--- src/rtl/mult_arb_pkg.sv ---
// ============================================================================
// Module   : mult_arb_pkg
// Purpose  : Shared types and constants for the mult_arb multiplier sequencer:
//            FSM state encoding, default coefficient, index-width helper.
// Revision : 1.0 - initial release
// ============================================================================
`default_nettype none

package mult_arb_pkg;

  typedef enum logic [1:0] {
    IDLE = 2'd0,
    MUL  = 2'd1,
    DONE = 2'd2
  } state_t;

  localparam logic [7:0] COEF_INIT_DEFAULT = 8'b01010101;

  // Width of a requester index; never narrower than one bit.
  function automatic int idx_width(input int n);
    return (n > 1) ? $clog2(n) : 1;
  endfunction

endpackage

`default_nettype wire

--- src/rtl/mult_arb_if.sv ---
// ============================================================================
// Module   : mult_arb_if
// Purpose  : Request/grant/result bundle between the filter-stage requesters
//            and the shared multiplier. The coefficient write port is present
//            only when MULT_ARB_COEF_WR_EN is defined.
// Revision : 1.0 - initial release
// ============================================================================
`default_nettype none

interface mult_arb_if
  import mult_arb_pkg::*;
#(
  parameter int N    = 8,
  parameter int NREQ = 4,
  parameter int IW   = idx_width(NREQ)
);

  logic [NREQ-1:0]   req;
  logic [NREQ*N-1:0] op_data;
  logic [NREQ-1:0]   gnt;
  logic              res_valid;
  logic              res_ready;
  logic [IW-1:0]     res_id;
  logic [2*N-1:0]    res_data;

`ifdef MULT_ARB_COEF_WR_EN
  logic              coef_we;
  logic [IW-1:0]     coef_addr;
  logic [N-1:0]      coef_wdata;

  modport slave (
    input  req, op_data, res_ready, coef_we, coef_addr, coef_wdata,
    output gnt, res_valid, res_id, res_data
  );

  modport master (
    output req, op_data, res_ready, coef_we, coef_addr, coef_wdata,
    input  gnt, res_valid, res_id, res_data
  );
`else
  modport slave (
    input  req, op_data, res_ready,
    output gnt, res_valid, res_id, res_data
  );

  modport master (
    output req, op_data, res_ready,
    input  gnt, res_valid, res_id, res_data
  );
`endif

endinterface

`default_nettype wire

--- src/rtl/rr_arbiter.sv ---
// ============================================================================
// Module   : rr_arbiter
// Purpose  : Combinational round-robin pick. Searches the request vector
//            starting at ptr and wrapping; reports one-hot winner, its index
//            and whether any request was present. Pointer storage is external.
// Revision : 1.0 - initial release
// ============================================================================
`default_nettype none

module rr_arbiter
  import mult_arb_pkg::*;
#(
  parameter int NREQ = 4,
  parameter int IW   = idx_width(NREQ)
) (
  input  logic [NREQ-1:0] req,
  input  logic [IW-1:0]   ptr,
  output logic [NREQ-1:0] grant,
  output logic [IW-1:0]   idx,
  output logic            any
);

  // First requester at or after ptr wins; index arithmetic wraps naturally
  // because NREQ is a power of two.
  always_comb begin
    logic [IW-1:0] cand;
    cand  = '0;
    grant = '0;
    idx   = '0;
    any   = 1'b0;
    for (int k = 0; k < NREQ; k++) begin
      cand = ptr + IW'(k);
      if (!any && req[cand]) begin
        any         = 1'b1;
        idx         = cand;
        grant[cand] = 1'b1;
      end
    end
  end

endmodule

`default_nettype wire

--- src/rtl/mult_arb.sv ---
// ============================================================================
// Module   : mult_arb
// Purpose  : Round-robin sequencer sharing one registered constant-coefficient
//            multiplier among NREQ requesters. Result returned with requester
//            id over a valid/ready handshake. One result per 3 cycles at most.
//            Define MULT_ARB_COEF_WR_EN to make the coefficient table writable;
//            otherwise every coefficient is the constant COEF_INIT.
// Revision : 1.0 - initial release
// ============================================================================
`default_nettype none

module mult_arb
  import mult_arb_pkg::*;
#(
  parameter int             N         = 8,
  parameter int             NREQ      = 4,
  parameter logic [N-1:0]   COEF_INIT = N'(COEF_INIT_DEFAULT)
) (
  input  logic      clk,
  input  logic      rst,
  mult_arb_if.slave bus
);

  localparam int IW = idx_width(NREQ);

  state_t          state,     state_n;
  logic [IW-1:0]   ptr,       ptr_n;
  logic [NREQ-1:0] gnt_q,     gnt_n;
  logic            valid_q,   valid_n;
  logic [IW-1:0]   id_q,      id_n;
  logic [2*N-1:0]  data_q,    data_n;
  logic [N-1:0]    op_q,      op_n;
  logic [N-1:0]    mult_coef;
  logic [2*N-1:0]  product;

  logic [NREQ-1:0] win_onehot;
  logic [IW-1:0]   win_idx;
  logic            win_any;

  rr_arbiter #(
    .NREQ (NREQ),
    .IW   (IW)
  ) u_rr (
    .req   (bus.req),
    .ptr   (ptr),
    .grant (win_onehot),
    .idx   (win_idx),
    .any   (win_any)
  );

`ifdef MULT_ARB_COEF_WR_EN
  logic [N-1:0] coef [NREQ];
  logic [N-1:0] coef_q, coef_n;

  // Coefficient table, writable in any FSM state.
  always_ff @(posedge clk or posedge rst) begin
    if (rst) begin
      for (int i = 0; i < NREQ; i++) coef[i] <= COEF_INIT;
    end else if (bus.coef_we) begin
      coef[bus.coef_addr] <= bus.coef_wdata;
    end
  end

  assign mult_coef = coef_q;
`else
  assign mult_coef = COEF_INIT;
`endif

  assign product = (2*N)'(op_q) * (2*N)'(mult_coef);

  // Next-state and next-output decode; every register holds by default.
  always_comb begin
    state_n = state;
    ptr_n   = ptr;
    gnt_n   = '0;
    valid_n = valid_q;
    id_n    = id_q;
    data_n  = data_q;
    op_n    = op_q;
`ifdef MULT_ARB_COEF_WR_EN
    coef_n  = coef_q;
`endif
    case (state)
      IDLE: begin
        if (win_any) begin
          state_n = MUL;
          gnt_n   = win_onehot;
          id_n    = win_idx;
          op_n    = bus.op_data[int'(win_idx)*N +: N];
          ptr_n   = win_idx + IW'(1);
`ifdef MULT_ARB_COEF_WR_EN
          // Table read sees the pre-write value on a same-edge write.
          coef_n  = coef[win_idx];
`endif
        end
      end
      MUL: begin
        state_n = DONE;
        data_n  = product;
        valid_n = 1'b1;
      end
      DONE: begin
        if (bus.res_ready) begin
          state_n = IDLE;
          valid_n = 1'b0;
        end
      end
      default: begin
        state_n = IDLE;
        valid_n = 1'b0;
      end
    endcase
  end

  // State and output registers; reset discards any in-flight operation.
  always_ff @(posedge clk or posedge rst) begin
    if (rst) begin
      state   <= IDLE;
      ptr     <= '0;
      gnt_q   <= '0;
      valid_q <= 1'b0;
      id_q    <= '0;
      data_q  <= '0;
      op_q    <= '0;
`ifdef MULT_ARB_COEF_WR_EN
      coef_q  <= COEF_INIT;
`endif
    end else begin
      state   <= state_n;
      ptr     <= ptr_n;
      gnt_q   <= gnt_n;
      valid_q <= valid_n;
      id_q    <= id_n;
      data_q  <= data_n;
      op_q    <= op_n;
`ifdef MULT_ARB_COEF_WR_EN
      coef_q  <= coef_n;
`endif
    end
  end

  assign bus.gnt       = gnt_q;
  assign bus.res_valid = valid_q;
  assign bus.res_id    = id_q;
  assign bus.res_data  = data_q;

endmodule

`default_nettype wire

--- src/flat_wrapper.sv ---
// flat-port wrapper written by rule: the top's interface ports become plain ports
module mult_arb_flat import mult_arb_pkg::*;
#(
  parameter int             N         = 8,
  parameter int             NREQ      = 4,
  parameter logic [N-1:0]   COEF_INIT = N'(COEF_INIT_DEFAULT)
)
  (clk, rst, bus_req, bus_op_data, bus_res_ready, bus_gnt, bus_res_valid, bus_res_id, bus_res_data);
  mult_arb_if #(.N(N), .NREQ(NREQ)) bus_i ();
  input  logic clk;
  input  logic rst;
  input wire logic [$bits(bus_i.req)-1:0] bus_req;
  input wire logic [$bits(bus_i.op_data)-1:0] bus_op_data;
  input wire logic [$bits(bus_i.res_ready)-1:0] bus_res_ready;
  output wire logic [$bits(bus_i.gnt)-1:0] bus_gnt;
  output wire logic [$bits(bus_i.res_valid)-1:0] bus_res_valid;
  output wire logic [$bits(bus_i.res_id)-1:0] bus_res_id;
  output wire logic [$bits(bus_i.res_data)-1:0] bus_res_data;
  assign bus_i.req = bus_req;
  assign bus_i.op_data = bus_op_data;
  assign bus_i.res_ready = bus_res_ready;
  assign bus_gnt = bus_i.gnt;
  assign bus_res_valid = bus_i.res_valid;
  assign bus_res_id = bus_i.res_id;
  assign bus_res_data = bus_i.res_data;
  mult_arb #(.N(N), .NREQ(NREQ), .COEF_INIT(COEF_INIT)) u_core (.clk(clk), .rst(rst), .bus(bus_i));
endmodule
--- config.mk ---
export PLATFORM = sky130hd
export DESIGN_NAME = mult_arb_flat
export DESIGN_NICKNAME = d
export VERILOG_FILES = /design/src/rtl/mult_arb_pkg.sv /design/src/rtl/mult_arb_if.sv /design/src/rtl/rr_arbiter.sv /design/src/rtl/mult_arb.sv /design/src/flat_wrapper.sv
export SDC_FILE = /design/constraint.sdc
export NUM_CORES = 1
export LEC_CHECK = 0
export BUFFER_PORTS_ARGS = -buffer_cell sky130_fd_sc_hd__buf_4
export CAP_MARGIN = 20
export CELL_PAD_IN_SITES_DETAIL_PLACEMENT = 0
export CELL_PAD_IN_SITES_GLOBAL_PLACEMENT = 1
export CORE_ASPECT_RATIO = 1.2
export CORE_MARGIN = 8
export CORE_UTILIZATION = 40
export CTS_CLUSTER_SIZE = 14
export DETAILED_ROUTE_END_ITERATION = 10
export GPL_ROUTABILITY_DRIVEN = 1
export PLACE_DENSITY = 0.88
export SLEW_MARGIN = 20
export SYNTH_ARGS = -nofsm -noshare
export SYNTH_HDL_FRONTEND = slang
export SYNTH_SLANG_ARGS = --single-unit
--- constraint.sdc ---
create_clock -name clk -period 6.7 [get_ports clk]
set_input_delay 0.67 -clock clk [delete_from_list [all_inputs] [get_ports clk]]
set_output_delay 0.67 -clock clk [all_outputs]
set_load 0.01 [all_outputs]
# After elaboration in Yosys (flattened, before gate mapping)
# Cells that the tools add are included.
[word_totals]
ff_bits = 35
wordCells = 78
[classes]
add_sub_neg = 4
mul = 1
n_lt_le_gt_ge = 8
eq_ne = 4
n_shift = 1
n_mux = 35
bitwise = 4
n_reduce_logical = 14
[op_table]
columns = ["operator", "count"]
rows = [
  ["$shiftx 32x6->8", 1],
  ["$mux 4", 6],
  ["$mul 8x7->15 const B", 1],
  ["$mux 1", 13],
  ["$lt 2x3->1 const B", 4],
  ["$mux 2", 6],
  ["$or 4x4->4", 3],
  ["$bmux 1 s2", 4],
  ["$demux 1 s2", 4],
  ["$ge 2x1->1 const B", 4],
  ["$logic_and 1x1->1", 7],
  ["$pmux 2 s3", 1],
  ["$reduce_and 2->1", 3],
  ["$add 2x1->2 const B", 2],
  ["$add 2x2->2 const B", 2],
  ["$ne 2x2->1 const B", 2],
  ["$logic_not 1->1", 3],
  ["$pmux 1 s3", 1],
  ["$eq 2x1->1 const B", 1],
  ["$eq 2x2->1 const B", 1],
  ["$logic_not 2->1", 1],
  ["$not 1->1", 1],
]

# Longest topological paths before layout
# Gate-level depths: netlist (run 1).
[logic_depth]
ltp_word = 14
mapped_depth = 14
depth_no_buf = 14

# Cells and area by module
# A second synthesis (run 1) with hierarchy kept.
[unflattened]
cells_unflattened = 281
hier_area_um2 = 2841.5
[by_module_without_submodules]
columns = ["module", "n_inst", "cells_per_inst", "area_each_um2", "seq_area_each_um2"]
rows = [
  ["mult_arb", 1, 236, 2419.8, 850.8],
  ["rr_arbiter", 1, 45, 421.7, 0.0],
]

# Worst setup path after synthesis (run 1)
# OpenSTA, ideal clock, no wires.
[synth_timing]
kind = "reg-to-reg"
from = "register u_core.op_q[1]"
to = "register u_core.data_q[13], in the netlist u_core.bus.res_data[13]"
setup_time_ns = 0.095
t_arrival_ns = 3.270
required_ns = 6.605
path_slack_ns = 3.334
stages_incl_launch_ff = 13
path_cell_list = "dfrtp_1 ha_1 fa_1 ha_1 inv_1 fa_1 inv_1 ha_1 a21boi_0 o21ai_0 a31oi_1 o21a_1 o31ai_1"
[synth_via]
elab_chain_cells = 1
[synth_rtl]
columns = ["item", "line_no", "text"]
rows = [
  ["start: declaration", "mult_arb.sv:32", "logic [N-1:0] op_q, op_n;"],
  ["start signal: assignment", "mult_arb.sv:135", "op_q <= op_n;"],
  ["$mul 8x7->15", "mult_arb.sv:69", "assign product = (2*N)'(op_q) * (2*N)'(mult_coef);"],
  ["end signal: assignment", "mult_arb.sv:134", "data_q <= data_n;"],
  ["end: declaration", "mult_arb.sv:31", "logic [2*N-1:0] data_q, data_n;"],
]
# Every way passes these cells.
# A chain may end at the register's enable or synchronous reset.

# Final worst setup path (run 1)
# Same ends and word-level chain as after synthesis.

==> results of run 1 <==
## final cells by class
cell class | count | area [µm²]
clock buffer | 7 | 86.3
clock inverter | 1 | 5.00
fill | 675 | 3660
inverter | 32 | 120
multi-input combinational | 216 | 1800
sequential | 34 | 851
tap | 90 | 113
timing repair buffer | 62 | 465
## per-stage QoR
| stage | std cells | instance area (µm²) | hold slack (ns) |
|---|---|---|---|
| floorplan | 296 | 2860 | 0.474 |
| global placement | 434 | 3350 | 0.464 |
| detailed placement | 434 | 3350 | 0.469 |
| CTS | 442 | 3440 | 0.486 |
| global route | 442 | 3440 | 0.499 |
| finish | 442 | 3440 | 0.478 |
## placed cells by master, fill, tap and decap left out, types with 2 or more instances in the layout
cell type   n
mux2i_1    19
xnor2_1     3
nand2b_1    2
nor3_1      5
fa_1        8
inv_1      30
nor2_1     18
buf_4      62
o31ai_1     5
a21o_1      3
o211ai_1    2
o21a_1      4
o21ai_0    18
nand2_1    29
xor2_1      3
a21oi_1     8
dfrtp_1    34
clkbuf_8    6
a221oi_1    6
ha_1       40
a211oi_1    2
mux2_2      5
o221ai_1    7
nor2b_1     3
a31oi_1     2
mux4_2      3
a22oi_1     4
## worst max path at each step
stage	startpoint	endpoint	slack [ns]	cells past startpoint
2_1_floorplan	u_core.op_q[1]	u_core.bus.res_data[13]	3.33	12
3_3_place_gp	u_core.ptr[0]	u_core.op_q[5]	3.01	8
3_5_place_dp	u_core.ptr[0]	u_core.op_q[5]	2.99	8
4_1_cts	u_core.ptr[0]	u_core.op_q[1]	2.98	8
5_1_grt	u_core.op_q[3]	u_core.bus.res_data[13]	2.69	12
6_report	u_core.op_q[1]	u_core.bus.res_data[13]	3.04	12
## tightest hold or removal path, delay by kind of cell
| family | cells | cell delay [ns] |
|---|---|---|
| buffers and inverters | 3 | 0.51 |
## routing by layer
metal  up-vias  track usage, %  share of wire (%)
met5         -               0                  0
met4         0            4.38                1.4
met3         7            3.51                5.5
met2        56            23.2                 50
met1      1093            16.0                 43
li1       1153               -                  -
## sequential cells by signal, summed over array words and instances (netlist names)
name                  count
u_core.bus.res_data      15
u_core.ptr                2
u_core.bus.res_valid      1
u_core.bus.gnt            4
u_core.op_q               8
u_core.state              2
u_core.bus.res_id         2
## kinds of logic after synthesis
kind of cell	count (synthesis)	synth area share, %
other	1	0.131
XOR/XNOR	6	1.84
AND/OR/NAND/NOR	64	9.97
AO/OA/AOI/OAI	69	16.5
buffers and inverters	46	7.39
multiplexers	28	11.4
adder cells (fa/ha/maj)	48	23.1
flip-flops	34	29.7
==> reports/qor.txt, run 1 <==
======================================================================================================
Clock transition at the register clock pins on the worst setup and hold paths after CTS .      0.07 ns
Async set-reset flop share out of synthesis .............................................         100%
Kind of cell with the highest combined delay on the critical path .......................  adder cells
GR Overflow Total .......................................................................            0
Via density per instance ................................................................         5.22
Synth area leaders ...................................................................... dfrtp_1 (30%), ha_1 (17%), mux2i_1 (6.6%)
Worst slack at placement ................................................................      2.99 ns
Antenna violations before repair ........................................................            0
Setup slack after layout ................................................................      3.04 ns
Final setup violating endpoints .........................................................            0
Actual transition at the worst max-transition pin .......................................      1.10 ns
Total inserted antenna cells ............................................................            0
Area of the die .........................................................................    10100 µm²
Post-DRT Antenna Nets ...................................................................            0
Routed length per placed instance .......................................................      14.7 µm
Critical Setup Path Class ...............................................................      reg2reg
Share of post-route cells with drive strength above 1 ...................................        23.6%
Hold buffers post-CTS ...................................................................            0
Post-synthesis sequential element count .................................................           34
Buffers inserted during post-CTS setup optimization .....................................            0
First-pass GRT wire length ..............................................................     11200 µm
Slowest CP cell .........................................................................         fa_1
Worst R2R Start ......................................................................... u_core.op_q[1]
Max Clock Skew ..........................................................................   0.00830 ns
Number of synthesized flops with an enable pin ..........................................            0
Die outline height ......................................................................       109 µm
Synthesized instance count ..............................................................          296
Dominant cell type by count on the critical path ........................................         ha_1
Nature of the critical path endpoint ....................................................         flop
Count of pins over their slew limit .....................................................            0
Global-route usage over all layers ......................................................        13.5%
Number of global-route vias before repair ...............................................         2393
Syn_area_per_cell .......................................................................     9.67 µm²
Ordered list of cells on the worst path ................................................. ha_1 -> fa_1 -> ha_1 -> inv_1 -> fa_1 -> inv_1 -> ha_1 -> a21boi_0 -> o21ai_0 -> a31oi_1 -> o21a_1 -> o31ai_1
Share of the synthesized area in the top cell type ......................................        29.7%
Buffering stage count on the worst path with inverters included .........................            2
Post-synth top area cell ................................................................      dfrtp_1
Reg-to-reg slack, setup .................................................................      3.04 ns
Depth of the worst register-to-register path ............................................           12
Core Box Area ...........................................................................     7100 µm²
DR iter-0 viols .........................................................................           69
Boundary Pins ...........................................................................           62
H-Tree Depth ............................................................................            2
Max Freq ................................................................................      273 MHz
Routability Congestion ..................................................................        0.857
DR vias .................................................................................         2309
Worst min path class ....................................................................     in2async
Delay of the slowest cell on the worst path .............................................      0.50 ns
Min cycle time layout ...................................................................      3.66 ns
Cell at the root of the clock tree ......................................................     clkbuf_8
Clock tree from TritonCTS ...............................................................          yes
Buffers added on ports ..................................................................           60
Layout net count ........................................................................          438
Count of TritonRoute iterations in the first routing pass ...............................            4
Die span in x ...........................................................................      93.2 µm
Setup_tns ...............................................................................         0 ns
Clock buffer depth ......................................................................            2
Critical Path Source Type ...............................................................         flop
Post-detailed-route DRC marker count ....................................................            0
RSZ-0062 raised after global routing ....................................................        false
Clock buffer count from CTS .............................................................            5
Most used standard cell by instance count after synthesis ...............................         ha_1
Share of the clock period used by the worst path ........................................        54.7%
Status .................................................................................. finished clean
Worst slew slack as a fraction of its limit .............................................        26.9%
Resized cells post-CTS ..................................................................            0
Net Count, Synth ........................................................................          383
Synth cell types ........................................................................           48
Final hold violation count ..............................................................            0
Clock latency at the later pin of the worst-skew pair ...................................      0.29 ns
# rows ..................................................................................           34
Most common flop cell mapped by yosys ...................................................      dfrtp_1
Number of max-cap violations ............................................................            0
Data arrival, critical path .............................................................      3.85 ns
Worst flop-to-flop path endpoint ........................................................ u_core.bus.res_data[13]
Largest net degree at the start of global routing .......................................           35
Total number of yosys warnings ..........................................................            0
Post-Synthesis Cell Area ................................................................     2860 µm²
HPWL after DPL ..........................................................................      5170 µm
Starting utilization of the core area ...................................................        40.3%
Largest fanout on the critical path .....................................................            4
Commonest cells post-synth .............................................................. ha_1 (40), dfrtp_1 (34), inv_1 (30)
Worst endpoint required time ............................................................      6.89 ns
Sinks on Clock Net ......................................................................           34
Post-route core utilization .............................................................        48.5%
Layout overhead on the synthesized area .................................................        20.3%
Detailed-route wire length ..............................................................      6510 µm
Sequential-to-total area share from yosys stat ..........................................        29.7%
======================================================================================================
Power of run 1 is left out: the tool's default activity adds up to more than one toggle a clock period on the data nets, which glitch-free logic cannot reach.
==> run 2, diff against run 1 <==
--- a/config.mk
+++ b/config.mk
@@ -5,13 +5,14 @@
 export SDC_FILE = /design/constraint.sdc
 export NUM_CORES = 1
 export LEC_CHECK = 0
+export ABC_AREA = 1
 export BUFFER_PORTS_ARGS = -buffer_cell sky130_fd_sc_hd__buf_4
 export CAP_MARGIN = 20
 export CELL_PAD_IN_SITES_DETAIL_PLACEMENT = 0
 export CELL_PAD_IN_SITES_GLOBAL_PLACEMENT = 1
 export CORE_ASPECT_RATIO = 1.2
 export CORE_MARGIN = 8
-export CORE_UTILIZATION = 40
+export CORE_UTILIZATION = 37
 export CTS_CLUSTER_SIZE = 14
 export DETAILED_ROUTE_END_ITERATION = 10
 export GPL_ROUTABILITY_DRIVEN = 1
==> constraint.sdc (replaced) <==
create_clock -name clk -period 3.16 [get_ports clk]
set_input_delay 0.316 -clock clk [delete_from_list [all_inputs] [get_ports clk]]
set_output_delay 0.316 -clock clk [all_outputs]
set_load 0.01 [all_outputs]
==> run 2 against run 1 <==
  * The run now ends with negative setup slack left
  * Critical path depth grew 2
  * Worst setup slack got worse by 3.1 ns
  * Register-to-register slack worse by 3.1 ns
  * Sequential share of layout area fell by 3.8 points
  * Global-route usage increased by 0.22 points
  * Final area grew 18%
  * Critical path type unchanged
  * Hold slack got worse by 0.35 ns
  * Critical endpoint is now u_core.bus.res_data[11]
  * Fmax up 15%
  * Non-clock buffer count grew 18
  * Via count rose by 17%
  * Die area increased by 14%
  * Highest routed layer unchanged
  * Sequential cell count is the same
==> reports/qor.txt, run 2 <==
======================================================================================================
Detailed-route wire length ..............................................................      7520 µm   +16%
Worst min path class ....................................................................     in2async
Sequential-to-total area share from yosys stat ..........................................        27.5%   -2.2 points
Flip-flop and latch area ................................................................      851 µm²   unchanged
Worst flop-to-flop path endpoint ........................................................ u_core.bus.res_data[11]
Largest net degree at the start of global routing .......................................           35   unchanged
Max Clock Skew ..........................................................................   0.00512 ns   -0.00318 ns
Final setup violating endpoints .........................................................            4   +4
Ordered list of cells on the worst path ................................................. ha_4 -> fa_2 -> ha_4 -> inv_2 -> fa_1 -> inv_2 -> ha_4 -> nand2_2 -> nor3_4 -> a21oi_2 -> nor2_1 -> nor2_1 -> xor2_1 -> o21ai_0
First-pass GRT wire length ..............................................................     13200 µm   +18%
DR iter-0 viols .........................................................................           71   +2.9%
Delay of the slowest cell on the worst path .............................................      0.48 ns   -0.02 ns
Most frequent cells in the layout ....................................................... nand2_1 (100), buf_4 (79), inv_1 (60), dfrtp_1 (34), nor2_1 (32)
Count of TritonRoute iterations in the first routing pass ...............................            4   unchanged
Share of post-route cells with drive strength above 1 ...................................        31.5%   +7.9 points
Multi-input gate area ...................................................................     2120 µm²   +18%
Core Box Area ...........................................................................     8110 µm²   +14%
Min cycle time layout ...................................................................      3.20 ns   -0.469 ns
Non-filler cells in the finished layout .................................................          574   +30%
Synth area leaders ...................................................................... dfrtp_1 (27%), ha_1 (16%), nand2_1 (13%)
Highest Signal Layer ....................................................................         met4
Flip-flop count of the largest register, all copies and words added .....................           15   unchanged
Count of pins over their slew limit .....................................................            0   unchanged
Failing checks .......................................................................... negative setup slack
Global-route usage over all layers ......................................................        13.7%   +0.22 points
Boundary Pins ...........................................................................           62   unchanged
Via density per instance ................................................................         4.72   -9.7%
Async set-reset flop share out of synthesis .............................................         100%   unchanged
Number of max-cap violations ............................................................            0   unchanged
Worst slew slack as a fraction of its limit .............................................        55.0%   +28 points
Final hold violation count ..............................................................            0   unchanged
Most common cell after layout, fill and taps aside ......................................      nand2_1
Worst endpoint required time ............................................................      3.36 ns   -3.53 ns
Layout overhead on the synthesized area .................................................        31.3%
# rows ..................................................................................           36   +5.9%
Most used standard cell by instance count after synthesis ...............................      nand2_1
Syn_area_per_cell .......................................................................     7.76 µm²   -20%
Cell at the root of the clock tree ......................................................     clkbuf_8
Placed Cells ............................................................................          562   +29%
Clock tree from TritonCTS ...............................................................          yes
Number of synthesized flops with an enable pin ..........................................            0   unchanged
H-Tree Depth ............................................................................            2   unchanged
Post-synthesis sequential element count .................................................           34   unchanged
Starting utilization of the core area ...................................................        38.2%   -2.1 points
Metal3 WL ...............................................................................       355 µm   -0.56%
Actual transition at the worst max-transition pin .......................................     0.673 ns   -0.423 ns
Share of the synthesized area in the top cell type ......................................        27.5%   -2.2 points
Commonest cells post-synth .............................................................. nand2_1 (104), inv_1 (64), ha_1 (40)
Routability Congestion ..................................................................        0.844   -1.5%
Post-detailed-route DRC marker count ....................................................            0   unchanged
Area of the die .........................................................................    11600 µm²   +14%
Total number of yosys warnings ..........................................................            0   unchanged
Post-synth top area cell ................................................................      dfrtp_1
RSZ-0062 raised after global routing ....................................................         true
Met2 WL .................................................................................      3690 µm   +13%
Reg-to-reg slack, setup .................................................................     -0.04 ns   -3.07 ns
Hold buffers post-CTS ...................................................................            0   unchanged
Clock transition at the register clock pins on the worst setup and hold paths after CTS .      0.07 ns   about the same
Buffers added on ports ..................................................................           60   unchanged
Dominant cell type by count on the critical path ........................................         ha_4
Net Count, Synth ........................................................................          486   +27%
Synth cell types ........................................................................           37   -23%
Number of global-route vias before repair ...............................................         2857   +19%
Routed length per placed instance .......................................................      13.1 µm   -11%
Clock buffer count from CTS .............................................................            5   unchanged
Data arrival, critical path .............................................................      3.40 ns   -0.45 ns
Clock latency at the later pin of the worst-skew pair ...................................      0.28 ns   about the same
Post-Synthesis Cell Area ................................................................     3100 µm²   +8.1%
Critical Setup Path Class ...............................................................      reg2reg
Die outline height ......................................................................       116 µm   +6.9%
Largest fanout on the critical path .....................................................            4   unchanged
Worst R2R Start ......................................................................... u_core.op_q[3]
Clock buffer depth ......................................................................            2   unchanged
Status .................................................................................. complete, but fails checks
Die span in x ...........................................................................      99.5 µm   +6.7%
Layout net count ........................................................................          565   +29%
Depth of the worst register-to-register path ............................................           14   +2
Sinks on Clock Net ......................................................................           34   unchanged
Filler cell count .......................................................................          797   +18%
Nature of the critical path endpoint ....................................................         flop
Critical Path Source Type ...............................................................         flop
Post-route met1 wirelength ..............................................................      3400 µm   +22%
Total inserted antenna cells ............................................................            0   unchanged
Post-DRT Antenna Nets ...................................................................            0   unchanged
Setup slack after layout ................................................................   -0.0362 ns   -3.07 ns
Max Freq ................................................................................      313 MHz   +15%
Share of the clock period used by the worst path ........................................         101%   +46 points
Antenna violations before repair ........................................................            0   unchanged
HPWL after DPL ..........................................................................      6090 µm   +18%
Slowest CP cell .........................................................................         fa_1
DR vias .................................................................................         2707   +17%
Synthesized instance count ..............................................................          399   +35%
Most common flop cell mapped by yosys ...................................................      dfrtp_1
GR Overflow Total .......................................................................            0   unchanged
======================================================================================================
run 2: cell count changes in the layout (fill, tap and decap cells not counted), sizes merged, moves of 4 or more:
cell / previous run / this run
nand2: 29 / 117
inv: 31 / 67
nand3: 0 / 29
mux2i: 19 / 0
buf: 62 / 80
nor2: 20 / 36
mux2: 6 / 0
a221oi: 6 / 1
o31ai: 5 / 0
nand4: 1 / 5
o221ai: 8 / 4
or2: 1 / 5
run 2: critical path: cells and delay by family (launching register included):
kind / cells / cell delay (ns)
XOR/XNOR: 1 / 0.13
adder cells (fa/ha/maj): 5 / 1.83
AND/OR/NAND/NOR: 4 / 0.42
flip-flops: 1 / 0.43
buffers and inverters: 2 / 0.09
AO/OA/AOI/OAI: 2 / 0.22
run 2: metal layers:
| layer | vias up | global-route usage, % |
|---|---|---|
| met5 | - | 0 |
| met4 | 0 | 2.53 |
| met3 | 7 | 3.58 |
| met2 | 56 | 23.9 |
| met1 | 1228 | 16.7 |
| li1 | 1416 | - |
run 2: cell families after synthesis:
kind of cell / after synthesis / synth area share (%)
flip-flops: 34 / 27.5
other: 1 / 0.121
AND/OR/NAND/NOR: 195 / 31.0
buffers and inverters: 76 / 10.5
adder cells (fa/ha/maj): 48 / 21.3
AO/OA/AOI/OAI: 40 / 8.17
XOR/XNOR: 5 / 1.41
run 2: worst max-delay path by stage:
stage                                    endpoint  cells after the start            from  slack [ns]
after floorplan           u_core.bus.res_data[14]                     16  u_core.op_q[3]        0.02
after global placement    u_core.bus.res_data[14]                     16  u_core.op_q[3]       -0.06
after detailed placement  u_core.bus.res_data[14]                     16  u_core.op_q[3]       -0.13
after CTS                 u_core.bus.res_data[14]                     16  u_core.op_q[3]       -0.06
after global routing      u_core.bus.res_data[11]                     14  u_core.op_q[3]       -0.20
final                     u_core.bus.res_data[11]                     14  u_core.op_q[3]       -0.04
run 2: cell type report:
class | instances | share of cell area (%)
Timing Repair Buffer | 80 | 14.9
Sequential cell | 34 | 20.9
Clock inverter | 2 | 0.308
Clock buffer | 6 | 2.03
Tap cell | 95 | 2.92
Multi-Input combinational cell | 289 | 52.3
Inverter | 68 | 6.68
run 2: repair_timing:
item | CTS | global route
buffers inserted | 2 | 2
gates resized for setup | 8 | 22
setup endpoints to repair | 5 | 6
pin swaps | 6 | 9
run 2: through the flow:
step	TNS [ns]	worst slack, ns	area, µm²	util [%]	hold slack, ns
floorplan	0	0.0221	3130	-	0.458
global placement	-0.0889	-0.0645	3760	46.3	0.437
detailed placement	-0.426	-0.130	3760	46.3	0.445
CTS	-0.183	-0.0646	3930	48.4	0.132
global route	-0.937	-0.201	4070	50.1	0.164
finish	-0.0841	-0.0362	4070	50.1	0.126
Power of run 2 is left out for the same reason.
